[src/rtl/dmem_arbiter_pkg.sv]
// Shared types for the data-memory arbiter: access width, FSM states and the held command.
package dmem_arbiter_pkg;

  localparam int unsigned CMD_AW_MAX  = 64;
  localparam int unsigned CMD_IDW_MAX = 8;

  typedef enum logic [1:0] {
    BW = 2'd0,
    HW = 2'd1,
    DW = 2'd2
  } data_width;

  typedef enum logic [1:0] {
    IDLE  = 2'd0,
    ISSUE = 2'd1,
    WAIT  = 2'd2,
    RESP  = 2'd3
  } dmem_arb_state_t;

  // Command captured at the handshake; sized for the widest supported configuration.
  typedef struct packed {
    logic [CMD_IDW_MAX-1:0] id;
    logic                   rw;
    data_width              dw;
    logic [CMD_AW_MAX-1:0]  addr;
    logic [31:0]            wdata;
  } dmem_cmd_t;

endpackage

[src/rtl/dmem_arbiter_rr_pick.sv]
// Combinational winner selection: strict-priority override, otherwise first valid after ptr.
module dmem_arbiter_rr_pick #(
  parameter  int unsigned NREQ = 2,
  localparam int unsigned IW   = $clog2(NREQ)
) (
  input  logic [NREQ-1:0] req,
  input  logic [IW-1:0]   ptr,
  input  logic            hp_en,
  input  logic [IW-1:0]   hp_id,
  output logic [NREQ-1:0] grant_c,
  output logic [IW-1:0]   idx_c,
  output logic            any_c
);

  logic [IW-1:0] cand;

  always_comb begin
    grant_c = '0;
    idx_c   = '0;
    any_c   = 1'b0;
    cand    = '0;
    if (hp_en && (32'(hp_id) < NREQ) && req[hp_id]) begin
      any_c = 1'b1;
      idx_c = hp_id;
    end else begin
      // Scan from ptr+1 around to ptr itself so the last winner goes last.
      for (int unsigned i = 1; i <= NREQ; i++) begin
        cand = IW'((32'(ptr) + i) % NREQ);
        if (!any_c && req[cand]) begin
          any_c = 1'b1;
          idx_c = cand;
        end
      end
    end
    if (any_c) grant_c[idx_c] = 1'b1;
  end

endmodule

[src/rtl/dmem_arbiter.sv]
// Round-robin arbiter/sequencer for the single-port data memory, one access outstanding.
// Optional DMEM_ARB_PERF_EN adds per-requester grant/wait counters and perf_clr.
module dmem_arbiter
  import dmem_arbiter_pkg::*;
#(
  parameter  int unsigned NREQ   = 2,
  parameter  int unsigned AW     = 32,
  parameter  int unsigned RD_LAT = 1,
  localparam int unsigned IW     = $clog2(NREQ)
) (
  input  logic                      clk,
  input  logic                      rst,
  input  logic [NREQ-1:0]           req_valid,
  output logic [NREQ-1:0]           req_ready,
  input  logic [NREQ-1:0]           req_rw,
  input  data_width [NREQ-1:0]      req_dw,
  input  logic [NREQ-1:0][AW-1:0]   req_addr,
  input  logic [NREQ-1:0][31:0]     req_wdata,
  input  logic                      hp_en,
  input  logic [IW-1:0]             hp_id,
  output logic [NREQ-1:0]           rsp_valid,
  output logic [31:0]               rsp_rdata,
  output logic                      mem_en,
  output logic                      mem_rw,
  output data_width                 mem_dw,
  output logic [AW-1:0]             mem_addr,
  output logic [31:0]               mem_wdata,
  input  logic [31:0]               mem_rdata
`ifdef DMEM_ARB_PERF_EN
  ,
  input  logic                      perf_clr,
  output logic [NREQ-1:0][31:0]     perf_grant,
  output logic [NREQ-1:0][31:0]     perf_wait
`endif
);

  localparam int unsigned LW = (RD_LAT > 1) ? $clog2(RD_LAT) : 1;

  dmem_arb_state_t state_q, state_d;
  dmem_cmd_t       cmd_q, cmd_d;
  logic [IW-1:0]   rr_ptr_q, rr_ptr_d;
  logic [LW-1:0]   lat_cnt_q, lat_cnt_d;
  logic            mem_en_q, mem_en_d;
  logic [NREQ-1:0] rsp_valid_q, rsp_valid_d;
  logic [31:0]     rsp_rdata_q, rsp_rdata_d;

  logic [NREQ-1:0] pick_grant_c;
  logic [IW-1:0]   pick_idx_c;
  logic            pick_any_c;

  dmem_arbiter_rr_pick #(.NREQ(NREQ)) u_pick (
    .req     (req_valid),
    .ptr     (rr_ptr_q),
    .hp_en   (hp_en),
    .hp_id   (hp_id),
    .grant_c (pick_grant_c),
    .idx_c   (pick_idx_c),
    .any_c   (pick_any_c)
  );

  always_comb begin
    state_d     = state_q;
    cmd_d       = cmd_q;
    rr_ptr_d    = rr_ptr_q;
    lat_cnt_d   = lat_cnt_q;
    mem_en_d    = 1'b0;
    rsp_valid_d = '0;
    rsp_rdata_d = rsp_rdata_q;
    req_ready   = '0;
    case (state_q)
      IDLE: begin
        if (pick_any_c) begin
          // Ready is qualified by rst so nothing is accepted while reset is held.
          req_ready   = pick_grant_c & {NREQ{rst}};
          cmd_d.id    = CMD_IDW_MAX'(pick_idx_c);
          cmd_d.rw    = req_rw[pick_idx_c];
          cmd_d.dw    = req_dw[pick_idx_c];
          cmd_d.addr  = CMD_AW_MAX'(req_addr[pick_idx_c]);
          cmd_d.wdata = req_wdata[pick_idx_c];
          rr_ptr_d    = pick_idx_c;
          mem_en_d    = 1'b1;
          state_d     = ISSUE;
        end
      end
      ISSUE: begin
        if (cmd_q.rw) begin
          rsp_valid_d = NREQ'(1) << cmd_q.id[IW-1:0];
          state_d     = RESP;
        end else begin
          lat_cnt_d = LW'(RD_LAT - 1);
          state_d   = WAIT;
        end
      end
      WAIT: begin
        if (lat_cnt_q == '0) begin
          rsp_rdata_d = mem_rdata;
          rsp_valid_d = NREQ'(1) << cmd_q.id[IW-1:0];
          state_d     = RESP;
        end else begin
          lat_cnt_d = lat_cnt_q - LW'(1);
        end
      end
      RESP:    state_d = IDLE;
      default: state_d = IDLE;
    endcase
  end

  always_ff @(posedge clk or negedge rst) begin
    if (!rst) begin
      state_q     <= IDLE;
      cmd_q       <= '0;
      rr_ptr_q    <= IW'(NREQ - 1);
      lat_cnt_q   <= '0;
      mem_en_q    <= 1'b0;
      rsp_valid_q <= '0;
      rsp_rdata_q <= '0;
    end else begin
      state_q     <= state_d;
      cmd_q       <= cmd_d;
      rr_ptr_q    <= rr_ptr_d;
      lat_cnt_q   <= lat_cnt_d;
      mem_en_q    <= mem_en_d;
      rsp_valid_q <= rsp_valid_d;
      rsp_rdata_q <= rsp_rdata_d;
    end
  end

  // mem_* come straight from the held command, so they keep their value between accesses.
  assign mem_en    = mem_en_q;
  assign mem_rw    = cmd_q.rw;
  assign mem_dw    = cmd_q.dw;
  assign mem_addr  = cmd_q.addr[AW-1:0];
  assign mem_wdata = cmd_q.wdata;
  assign rsp_valid = rsp_valid_q;
  assign rsp_rdata = rsp_rdata_q;

  if (AW < CMD_AW_MAX) begin : g_addr_pad
    logic unused_addr_hi;
    assign unused_addr_hi = ^cmd_q.addr[CMD_AW_MAX-1:AW];
  end
  if (IW < CMD_IDW_MAX) begin : g_id_pad
    logic unused_id_hi;
    assign unused_id_hi = ^cmd_q.id[CMD_IDW_MAX-1:IW];
  end

`ifdef DMEM_ARB_PERF_EN
  logic [NREQ-1:0][31:0] perf_grant_q, perf_grant_d;
  logic [NREQ-1:0][31:0] perf_wait_q, perf_wait_d;

  // Saturating handshake and stall counters.
  always_comb begin
    perf_grant_d = perf_grant_q;
    perf_wait_d  = perf_wait_q;
    for (int unsigned i = 0; i < NREQ; i++) begin
      if (perf_clr) begin
        perf_grant_d[i] = '0;
        perf_wait_d[i]  = '0;
      end else begin
        if (req_valid[i] && req_ready[i] && (perf_grant_q[i] != '1))
          perf_grant_d[i] = perf_grant_q[i] + 32'd1;
        if (req_valid[i] && !req_ready[i] && (perf_wait_q[i] != '1))
          perf_wait_d[i] = perf_wait_q[i] + 32'd1;
      end
    end
  end

  always_ff @(posedge clk or negedge rst) begin
    if (!rst) begin
      perf_grant_q <= '0;
      perf_wait_q  <= '0;
    end else begin
      perf_grant_q <= perf_grant_d;
      perf_wait_q  <= perf_wait_d;
    end
  end

  assign perf_grant = perf_grant_q;
  assign perf_wait  = perf_wait_q;
`endif

endmodule

[config.mk]
export PLATFORM = sky130hd
export DESIGN_NAME = dmem_arbiter
export DESIGN_NICKNAME = d
export VERILOG_FILES = /design/src/rtl/dmem_arbiter_pkg.sv /design/src/rtl/dmem_arbiter_rr_pick.sv /design/src/rtl/dmem_arbiter.sv
export SDC_FILE = /design/constraint.sdc
export NUM_CORES = 1
export LEC_CHECK = 0
export CORE_MARGIN = 8
export CORE_UTILIZATION = 45
export CTS_CLUSTER_DIAMETER = 50
export DETAILED_ROUTE_END_ITERATION = 8
export GPL_TIMING_DRIVEN = 0
export PLACE_DENSITY = 0.92
export SKIP_LAST_GASP = 1
export SLEW_MARGIN = 10
export SYNTH_ARGS = -nofsm -noshare
export SYNTH_HDL_FRONTEND = slang
export SYNTH_SLANG_ARGS = --single-unit
[constraint.sdc]
create_clock -name clk -period 2.5 [get_ports clk]
set_clock_uncertainty 0.1 [all_clocks]
set_input_delay 0.625 -clock clk [delete_from_list [all_inputs] [get_ports clk]]
set_output_delay 0.625 -clock clk [all_outputs]
set_load 0.01 [all_outputs]
==> results.toml, run 1 <==
[run_status]
outcome = "complete, no violations"

[setup_path]
path_max_fanout = 10
path_common_cell = "buf_6"
crit_buf_inv = 4
cp.arrival_ns = 1.72
slowest_delay_ns = 0.26
slowest_stage = "dlygate4sd2_1"
cp_data_required_time_ns = 1.77
critical_path_class = "in -> out"
worstPathCellList = "dlygate4sd2_1, buf_6, buf_6, a31oi_4, and3_1, buf_2"
critPathCaptureType = "primary output"
path_delay_family = "buffers and inverters"
start_kind = "primary input"

[clock_tree]
path_clk_slew_ns = 0.08
cts_tree = "done"
root_buffer = "clkbuf_16"
numCtsBuffers = 9
clock_latency_ns = 0.36
h-tree-depth = 3
cts_buffer_depth = 2
cts_sinks = 106

[drt]
wl_um = 25100
dr.pass1.iters = 4
drt_iter0_drc = 407
via_per_inst = 5.47
detail-route-antenna-nets = 0
post_drt_wl_per_cell_um = 19.4
drc = 0
vias = 7097

[final_layout]
fin_nets = 1251
final_core_util = 0.677
fin_area_um2 = 10600
fill_cells = 1248
diodes = 0
area_growth_pct = 48.8
drive_gt1_frac = 0.197

[sta]
rsz0062_at_grt = "false"
fmax_mhz = 408
worstMarginPinSlew_ns = 0.640
slew_headroom = 0.573
slew_viol_final = 0
hold_viol_final = 0
fin_tns_setup_ns = 0
finalSetupViolations = 0
min_period_ns = 2.45
fin_crit_sh = 0.980

[synth]
syn_area_per_cell_um2 = 9.11
netlist_instances = 781
synthesis.area_um2 = 7120
synth-seq-area-share = 0.373
synth-seq-cells = 106
yosysUniqueCellTypes = 29
ys_warn_count = 0
syn-num-nets = 956

[die]
core.rowCount = 46
start_util = 0.455
io_pins = 276
die_y_um = 142
die_w_um = 142
dieArea_um2 = 20100
core-area_um2 = 15700

[global_route]
grt_pass1_wl_um = 38900
grt_pass1_vias = 7278
overflow = 0
grt_max_degree = 71
groute.usage.overall = 0.244
antenna_found_initial = 0

[power]
ir_drop_mv = 0.697
leakagePower_nw = 4.52
pwr_density_cell_nw_per_um2 = 1020

[place]
gp_congestion = 0.842
hpwlAfterDp_um = 18600
dpl_cell_area_um2 = 10200
io_buffers = 275

[run]
drv_cap = 0

[min_path]
holdCritPathClass = "in -> async"
-- placed cells by master (no fill, tap or decap), drive strengths merged --
cell,count
clkbuf,43
o21ai,6
clkinv,4
and3,1
dfstp,1
dfrtp,105
or2b,1
mux2,32
clkdlybuf4s50,268
o32ai,67
inv,74
clkinvlp,1
a22o,2
or3b,1
dlymetal6s2s,1
ha,3
or2,1
nor2,4
o31a,67
buf,124
dlygate4sd2,2
nand2,137
a31oi,68
and2,2
nand2b,66
-- flip-flops by register name (all words and copies together) (netlist names) --
signal / count
mem_addr: 32
mem_wdata: 32
rsp_rdata: 32
mem_dw: 2
rsp_valid: 2
state_q: 2
cmd_q: 1
mem_en: 1
mem_rw: 1
rr_ptr_q: 1
-- per-layer routing --
layer / global-route usage / vias to the layer above / part of all wire / wire length [µm]
met5: 0 / - / 0 / 0
met1: 0.284 / 3446 / 0.39 / 9710
met4: 0.0859 / 0 / 0.025 / 636
li1: - / 3267 / - / -
met3: 0.0642 / 44 / 0.085 / 2140
met2: 0.423 / 340 / 0.50 / 12700
-- per-stage QoR --
stage               hold WS (ns)  setup slack, ns  power, mW  cells
finish                    0.0865           0.0507       10.8   1297
global route              0.0986          0.00334       11.4   1297
CTS                       0.0831          -0.0110       10.8   1294
detailed placement         0.369           -0.977       9.26   1273
global placement           0.348            -4.14       9.08   1272
floorplan                  0.229            0.272       6.47    781
-- final cells by class --
class,count,area (µm²),area share
buffer,141,930,0.0878
timing repair buffer,288,2870,0.271
clock inverter,7,72.6,0.00685
sequential,106,2650,0.251
inverter,72,270,0.0255
multi-input combinational,458,3300,0.311
clock buffer,9,225,0.0213
tap,216,270,0.0255
-- worst paths after layout --
kind | start | endpoint | slack (ns) | cells past startpoint
worst max register to register | state_q[0]$_DFFE_PN0P_ | mem_addr[3]$_DFFE_PN0P_ | 0.52 | 7
worst max-delay path | req_valid[0] | req_ready[1] | 0.05 | 6
max in group asynchronous | rst | rr_ptr_q$_DFFE_PN1P_ | 1.60 | 2
worst min-delay path | rst | mem_addr[21]$_DFFE_PN0P_ | 0.09 | 1
min in group clk | cmd_q[99]$_DFFE_PN0P_ | rsp_valid[0]$_DFF_PN0_ | 0.37 | 1
worst min register to register | cmd_q[99]$_DFFE_PN0P_ | rsp_valid[0]$_DFF_PN0_ | 0.37 | 1
-- power breakdown --
group / internal, mW / switching, mW
clock network: 0.706 / 0.749
logic: 3.72 / 2.60
registers: 2.59 / 0.445
-- cell usage after synthesis --
cell / count / area, µm²
nor2_2: 1 / 6.26
o21ai_0: 5 / 25.0
mux2_2: 32 / 360
o32ai_1: 37 / 324
buf_8: 4 / 60.1
o31a_1: 67 / 587
and2_4: 1 / 8.76
dfstp_2: 1 / 26.3
dfrtp_1: 105 / 2630
buf_2: 31 / 155
a31oi_1: 67 / 419
or3b_2: 1 / 8.76
nor2_1: 3 / 11.3
and3_1: 1 / 6.26
nand2b_1: 66 / 413
o32ai_2: 30 / 488
and2_1: 1 / 6.26
a22o_1: 2 / 17.5
buf_1: 1 / 3.75
buf_4: 73 / 548
or2_1: 1 / 6.26
or2b_1: 1 / 7.51
clkbuf_1: 33 / 124
a31oi_2: 1 / 12.5
inv_1: 72 / 270
buf_6: 3 / 33.8
ha_1: 3 / 37.5
o21ai_2: 1 / 8.76
nand2_1: 137 / 514
-- what timing repair did --
action / 4_1_cts / 5_1_grt
setup endpoints to repair: 2 / 2
buffers inserted: 7 / 4
hold buffers: 0 / 0
gates cloned: 0 / 1
resized for setup: 32 / 2
pin swaps: 2 / 3
endpoints found under the hold margin: 0 / 0
-- worst reg2reg max path: cells and delay by family (launching register included) --
family / cells / cell delay, ns
adders and majority gates: 1 / 0.17
DFF: 1 / 0.39
AOI/OAI and AO/OA: 2 / 0.17
buffers and inverters: 3 / 0.78
and+or+nand+nor: 1 / 0.27
-- cell families after synthesis --
kind of cell | count (synthesis) | share of synthesized area
multiplexers | 32 | 0.0506
adder cells (fa/ha/maj) | 3 | 0.00527
buffers and inverters | 217 | 0.168
AND/OR/NAND/NOR | 213 | 0.139
flip-flops | 106 | 0.373
AO/OA/AOI/OAI | 210 | 0.264
Note: power is estimated with default switching activity, not from simulation.
==> run 2: changes to the inputs <==
--- a/config.mk
+++ b/config.mk
@@ -5,7 +5,6 @@
 export SDC_FILE = /design/constraint.sdc
 export NUM_CORES = 1
 export LEC_CHECK = 0
-export CORE_MARGIN = 8
 export CORE_UTILIZATION = 45
 export CTS_CLUSTER_DIAMETER = 50
 export DETAILED_ROUTE_END_ITERATION = 8
==> run 2 against run 1 <==
Net effect: largest power group unchanged; critical endpoint unchanged; non-clock buffer count is 2 lower; largest cell class unchanged; via count is 0.90% lower; final cell count is 0.54% lower.
==> results.toml, run 2 (synthesis gave the netlist of run 1 again) <==
[sta]
slew_headroom = 0.613
min_period_ns = 2.45
finalSetupViolations = 0
rsz0062_at_grt = "false"
worst_slack_ns = 0.0523
fmax_mhz = 409
slew_viol_final = 0
hold_viol_final = 0
worstMarginPinSlew_ns = 0.580
fin_crit_sh = 0.979

[clock_tree]
cts_sinks = 106
root_buffer = "clkbuf_16"
clock_latency_ns = 0.35
path_clk_slew_ns = 0.07
cts_buffer_depth = 2
h-tree-depth = 3
cts-hold-fix-buffers = 0
numCtsBuffers = 9
cts_tree = "done"

[global_route]
groute.usage.overall = 0.278
grt_max_degree = 40
grt_pass1_wl_um = 35400
overflow = 0
antenna_found_initial = 0
grt_pass1_vias = 7068

[drt]
vias = 7033
dr.pass1.iters = 5
post_drt_wl_per_cell_um = 17.8
detail-route-antenna-nets = 0
via_per_inst = 5.45
drt_iter0_drc = 454
wl_um = 22900
drc = 0

[min_path]
holdCritPathClass = "in -> async"

[run]
drv_cap = 0

[die]
dieArea_um2 = 16300
die_w_um = 128
start_util = 0.465
core-area_um2 = 15300
core.rowCount = 45
die_y_um = 128
io_pins = 276

[place]
dp_slack_ns = -0.959
gp_congestion = 0.895
io_buffers = 275
hpwlAfterDp_um = 16600

[power]
pwr_density_cell_nw_per_um2 = 1010
seqPwrFrac = 0.283
p_int_mw = 6.99
p_total_mw = 10.7
p_switching_mw = 3.69
p_clk_frac = 0.133
leakagePower_nw = 4.51
ir_drop_mv = 0.656
p_comb_frac = 0.584
swShare = 0.346

[setup_path]
crit_buf_inv = 4
cp_data_required_time_ns = 1.77
critical_path_class = "in -> out"
path_delay_family = "buffers and inverters"
slowest_delay_ns = 0.27
cp.arrival_ns = 1.72
start_kind = "primary input"
path_common_cell = "buf_6"
slowest_stage = "dlygate4sd2_1"
worstPathCellList = "dlygate4sd2_1, buf_6, buf_6, a31oi_4, and3_1, clkdlybuf4s15_2"
path_max_fanout = 10
critPathCaptureType = "primary output"

[final_layout]
fin_nets = 1249
drive_gt1_frac = 0.194
area_growth_pct = 48.6
final_common_cell = "clkdlybuf4s50_1"
layout_common_cells = "268 x clkdlybuf4s50_1, 136 x nand2_1, 105 x dfrtp_1"
diodes = 0

[run_status]
outcome = "complete, no violations"
run 2: final timing paths:
check	from	depth (start not counted)	slack [ns]	to
hold / removal	rst	1	0.08	mem_addr[17]$_DFFE_PN0P_
setup reg to reg	state_q[1]$_DFFE_PN0P_	7	0.47	mem_addr[3]$_DFFE_PN0P_
max in group asynchronous	rst	2	1.52	mem_dw[0]$_DFFE_PN0P_
min in group clk	cmd_q[99]$_DFFE_PN0P_	1	0.39	rsp_valid[0]$_DFF_PN0_
setup / recovery	req_valid[0]	6	0.05	req_ready[1]
hold reg to reg	cmd_q[99]$_DFFE_PN0P_	1	0.39	rsp_valid[0]$_DFF_PN0_
run 2: area by class of cell:
cell class	instances	area, µm²
Fill cell	1166	4740
Multi-Input combinational cell	458	3300
Timing Repair Buffer	286	2870
Sequential cell	106	2650
Buffer	141	933
Inverter	72	270
Tap cell	211	264
Clock buffer	10	229
Clock inverter	6	57.6
run 2: power by group through the flow:
stage	logic, mW	registers, mW	clock network (mW)
CTS	6.21	3.02	1.44
global placement	5.99	3.01	0
global route	6.64	3.13	1.50
detailed placement	6.13	3.04	0
floorplan	3.39	3.08	0
finish	6.23	3.02	1.42
run 2: routing by layer:
| layer | GRT usage | share of wire |
|---|---|---|
| met4 | 0.100 | 0.024 |
| met2 | 0.497 | 0.50 |
| met1 | 0.343 | 0.40 |
| met3 | 0.0342 | 0.069 |
| met5 | 0 | 0 |
run 2: per-stage QoR:
step / area [µm²] / setup TNS, ns / hold slack (ns) / util / std cells
3_5_place_dp: 10200 / -5.92 / 0.373 / 0.664 / 1268
4_1_cts: 10500 / 0 / 0.0897 / 0.688 / 1286
3_3_place_gp: 10100 / -397.19 / 0.350 / 0.662 / 1267
6_report: 10600 / 0 / 0.0817 / 0.690 / 1290
5_1_grt: 10600 / 0 / 0.109 / 0.690 / 1290
2_1_floorplan: 7120 / 0 / 0.229 / - / 781
run 2: repair_timing:
item                                    in CTS  in global routing
pin swaps                                    2                  1
endpoints found under the setup margin       2                  2
gates cloned                                 1                  0
setup buffers                                5                  4
gates resized for setup                     25                  5
==> run 3: changes to the inputs <==
--- a/config.mk
+++ b/config.mk
@@ -5,13 +5,13 @@
 export SDC_FILE = /design/constraint.sdc
 export NUM_CORES = 1
 export LEC_CHECK = 0
+export CORE_MARGIN = 2
 export CORE_UTILIZATION = 45
 export CTS_CLUSTER_DIAMETER = 50
 export DETAILED_ROUTE_END_ITERATION = 8
 export GPL_TIMING_DRIVEN = 0
 export PLACE_DENSITY = 0.92
 export SKIP_LAST_GASP = 1
-export SLEW_MARGIN = 10
 export SYNTH_ARGS = -nofsm -noshare
 export SYNTH_HDL_FRONTEND = slang
 export SYNTH_SLANG_ARGS = --single-unit
==> run 3 against run 2 <==
Net effect: cell area rose by 0.35%; sequential cell count did not move; combinational power up 1%; critical path type is now reg -> out; highest routed layer is now met5; worst setup slack gained 0.011 ns; sequential share of layout area decreased by 0.089 points; global-route usage shrank 0.26 points; critical path depth unchanged; die area is 3.2% higher; clock power is 3% higher; worst hold slack got worse by 0.011 ns.
==> results.toml, run 3 (synthesis gave the netlist of run 1 again) <==
[sta]
min_period_ns = 2.44
fin_crit_sh = 0.975
slew_viol_final = 0
finalSetupViolations = 0
worstMarginPinSlew_ns = 0.648
worst_slack_ns = 0.0629
hold_viol_final = 0
fmax_mhz = 410
rsz0062_at_grt = "false"
slew_headroom = 0.568

[setup_path]
crit_cells = 6
path_delay_family = "flip-flops"
critical_path_class = "reg -> out"
cp_data_required_time_ns = 1.77
slowest_stage = "dfstp_2"
slowest_delay_ns = 0.55
critPathCaptureType = "primary output"
worstPathCellList = "or2_1, buf_8, a31oi_4, buf_4, nor2_2, buf_6"
crit_buf_inv = 3
worstRegToRegCells = 7
start_kind = "flip-flop"
cp.arrival_ns = 1.71
path_max_fanout = 14

[drt]
via_per_inst = 5.52
detail-route-antenna-nets = 0
post_drt_wl_per_cell_um = 18.3
drc = 0
drt_iter0_drc = 525
dr.pass1.iters = 5
wl_um = 23700
vias = 7131

[clock_tree]
numCtsBuffers = 9
cts-hold-fix-buffers = 0
path_clk_slew_ns = 0.08
cts_tree = "done"
h-tree-depth = 3
cts_buffer_depth = 2
root_buffer = "clkbuf_16"
cts_sinks = 106
clock_latency_ns = 0.35

[global_route]
grt_max_degree = 40
overflow = 0
grt_pass1_wl_um = 36300
groute.usage.overall = 0.275
antenna_found_initial = 1
grt_pass1_vias = 7108

[power]
pwr_density_cell_nw_per_um2 = 1020
p_clk_frac = 0.135
leakagePower_nw = 4.52
p_int_mw = 7.06
p_comb_frac = 0.583
p_switching_mw = 3.77
seqPwrFrac = 0.282
ir_drop_mv = 0.619
swShare = 0.348

[die]
core-area_um2 = 15300
start_util = 0.465
dieArea_um2 = 16800
io_pins = 276
core.rowCount = 45
die_w_um = 130
die_y_um = 130

[place]
dpl_cell_area_um2 = 10200
io_buffers = 275
dp.cells = 1268
hpwlAfterDp_um = 17000
dp_slack_ns = -1.03
gp_congestion = 0.886

[final_layout]
area_growth_pct = 49.1
fin_area_um2 = 10600
layout_common_cells = "268 x clkdlybuf4s50_1, 136 x nand2_1, 105 x dfrtp_1"
final_common_cell = "clkdlybuf4s50_1"
final_cells = 1293
fill_cells = 1157
multiInputGateArea_um2 = 3300
fin_nets = 1252
drive_gt1_frac = 0.199
seq_area_um2 = 2650
diodes = 0

[run]
drv_cap = 0

[run_status]
outcome = "complete, no violations"

[min_path]
holdCritPathClass = "in -> async"
## run 3: metal layers
layer	vias up	global-route usage	wire, µm
li1	3272	-	-
met1	3446	0.344	9590
met2	358	0.484	11800
met3	53	0.0381	1660
met4	2	0.104	637
met5	-	0	13
## run 3: worst paths after layout
kind / start / end / slack, ns
max in group asynchronous: rst / rsp_rdata[14]$_DFFE_PN0N_ / 1.55
worst min-delay path: rst / rsp_rdata[15]$_DFFE_PN0N_ / 0.07
worst max-delay path: rr_ptr_q$_DFFE_PN1P_ / req_ready[0] / 0.06
worst max register to register: state_q[1]$_DFFE_PN0P_ / rsp_valid[0]$_DFF_PN0_ / 0.60
min in group clk: rsp_rdata[20]$_DFFE_PN0N_ / rsp_rdata[20]$_DFFE_PN0N_ / 0.41
worst min register to register: rsp_rdata[20]$_DFFE_PN0N_ / rsp_rdata[20]$_DFFE_PN0N_ / 0.41
## run 3: repair_timing
action	4_1_cts	5_1_grt
endpoints found under the setup margin	2	1
buffers inserted	8	3
pin swaps	4	1
endpoints found under the hold margin	0	0
gates resized for setup	37	2
gates cloned	1	0
## run 3: area by class of cell
cell class | count | area share
buffer | 142 | 0.0890
clock buffer | 10 | 0.0225
clock inverter | 6 | 0.00531
inverter | 72 | 0.0255
multi-input combinational | 458 | 0.311
sequential | 106 | 0.250
tap | 211 | 0.0249
timing repair buffer | 288 | 0.272
## run 3: metrics by stage
stage / TNS (ns) / utilization / hold slack (ns) / total power [mW]
finish: 0 / 0.693 / 0.0707 / 10.8
floorplan: 0 / - / 0.229 / 6.47
global route: 0 / 0.693 / 0.0977 / 11.5
detailed placement: -7.68 / 0.663 / 0.349 / 9.20
global placement: -387.17 / 0.662 / 0.353 / 9.02
CTS: 0 / 0.691 / 0.0891 / 10.8
## run 3: worst reg2reg max path, cell delays in order, from the launching register on
cell,delay (ns)
dfrtp_1,0.39
buf_4,0.13
buf_4,0.12
ha_1,0.17
clkbuf_1,0.16
buf_2,0.24
o21ai_0,0.33
nor2_1,0.12
## run 3: power groups by stage
| stage | sequential [mW] | clock [mW] | combinational [mW] |
|---|---|---|---|
| 5_1_grt | 3.14 | 1.54 | 6.76 |
| 3_5_place_dp | 3.06 | 0 | 6.14 |
| 4_1_cts | 3.04 | 1.48 | 6.28 |
| 3_3_place_gp | 3.02 | 0 | 6.00 |
| 6_report | 3.05 | 1.46 | 6.32 |
| 2_1_floorplan | 3.08 | 0 | 3.39 |
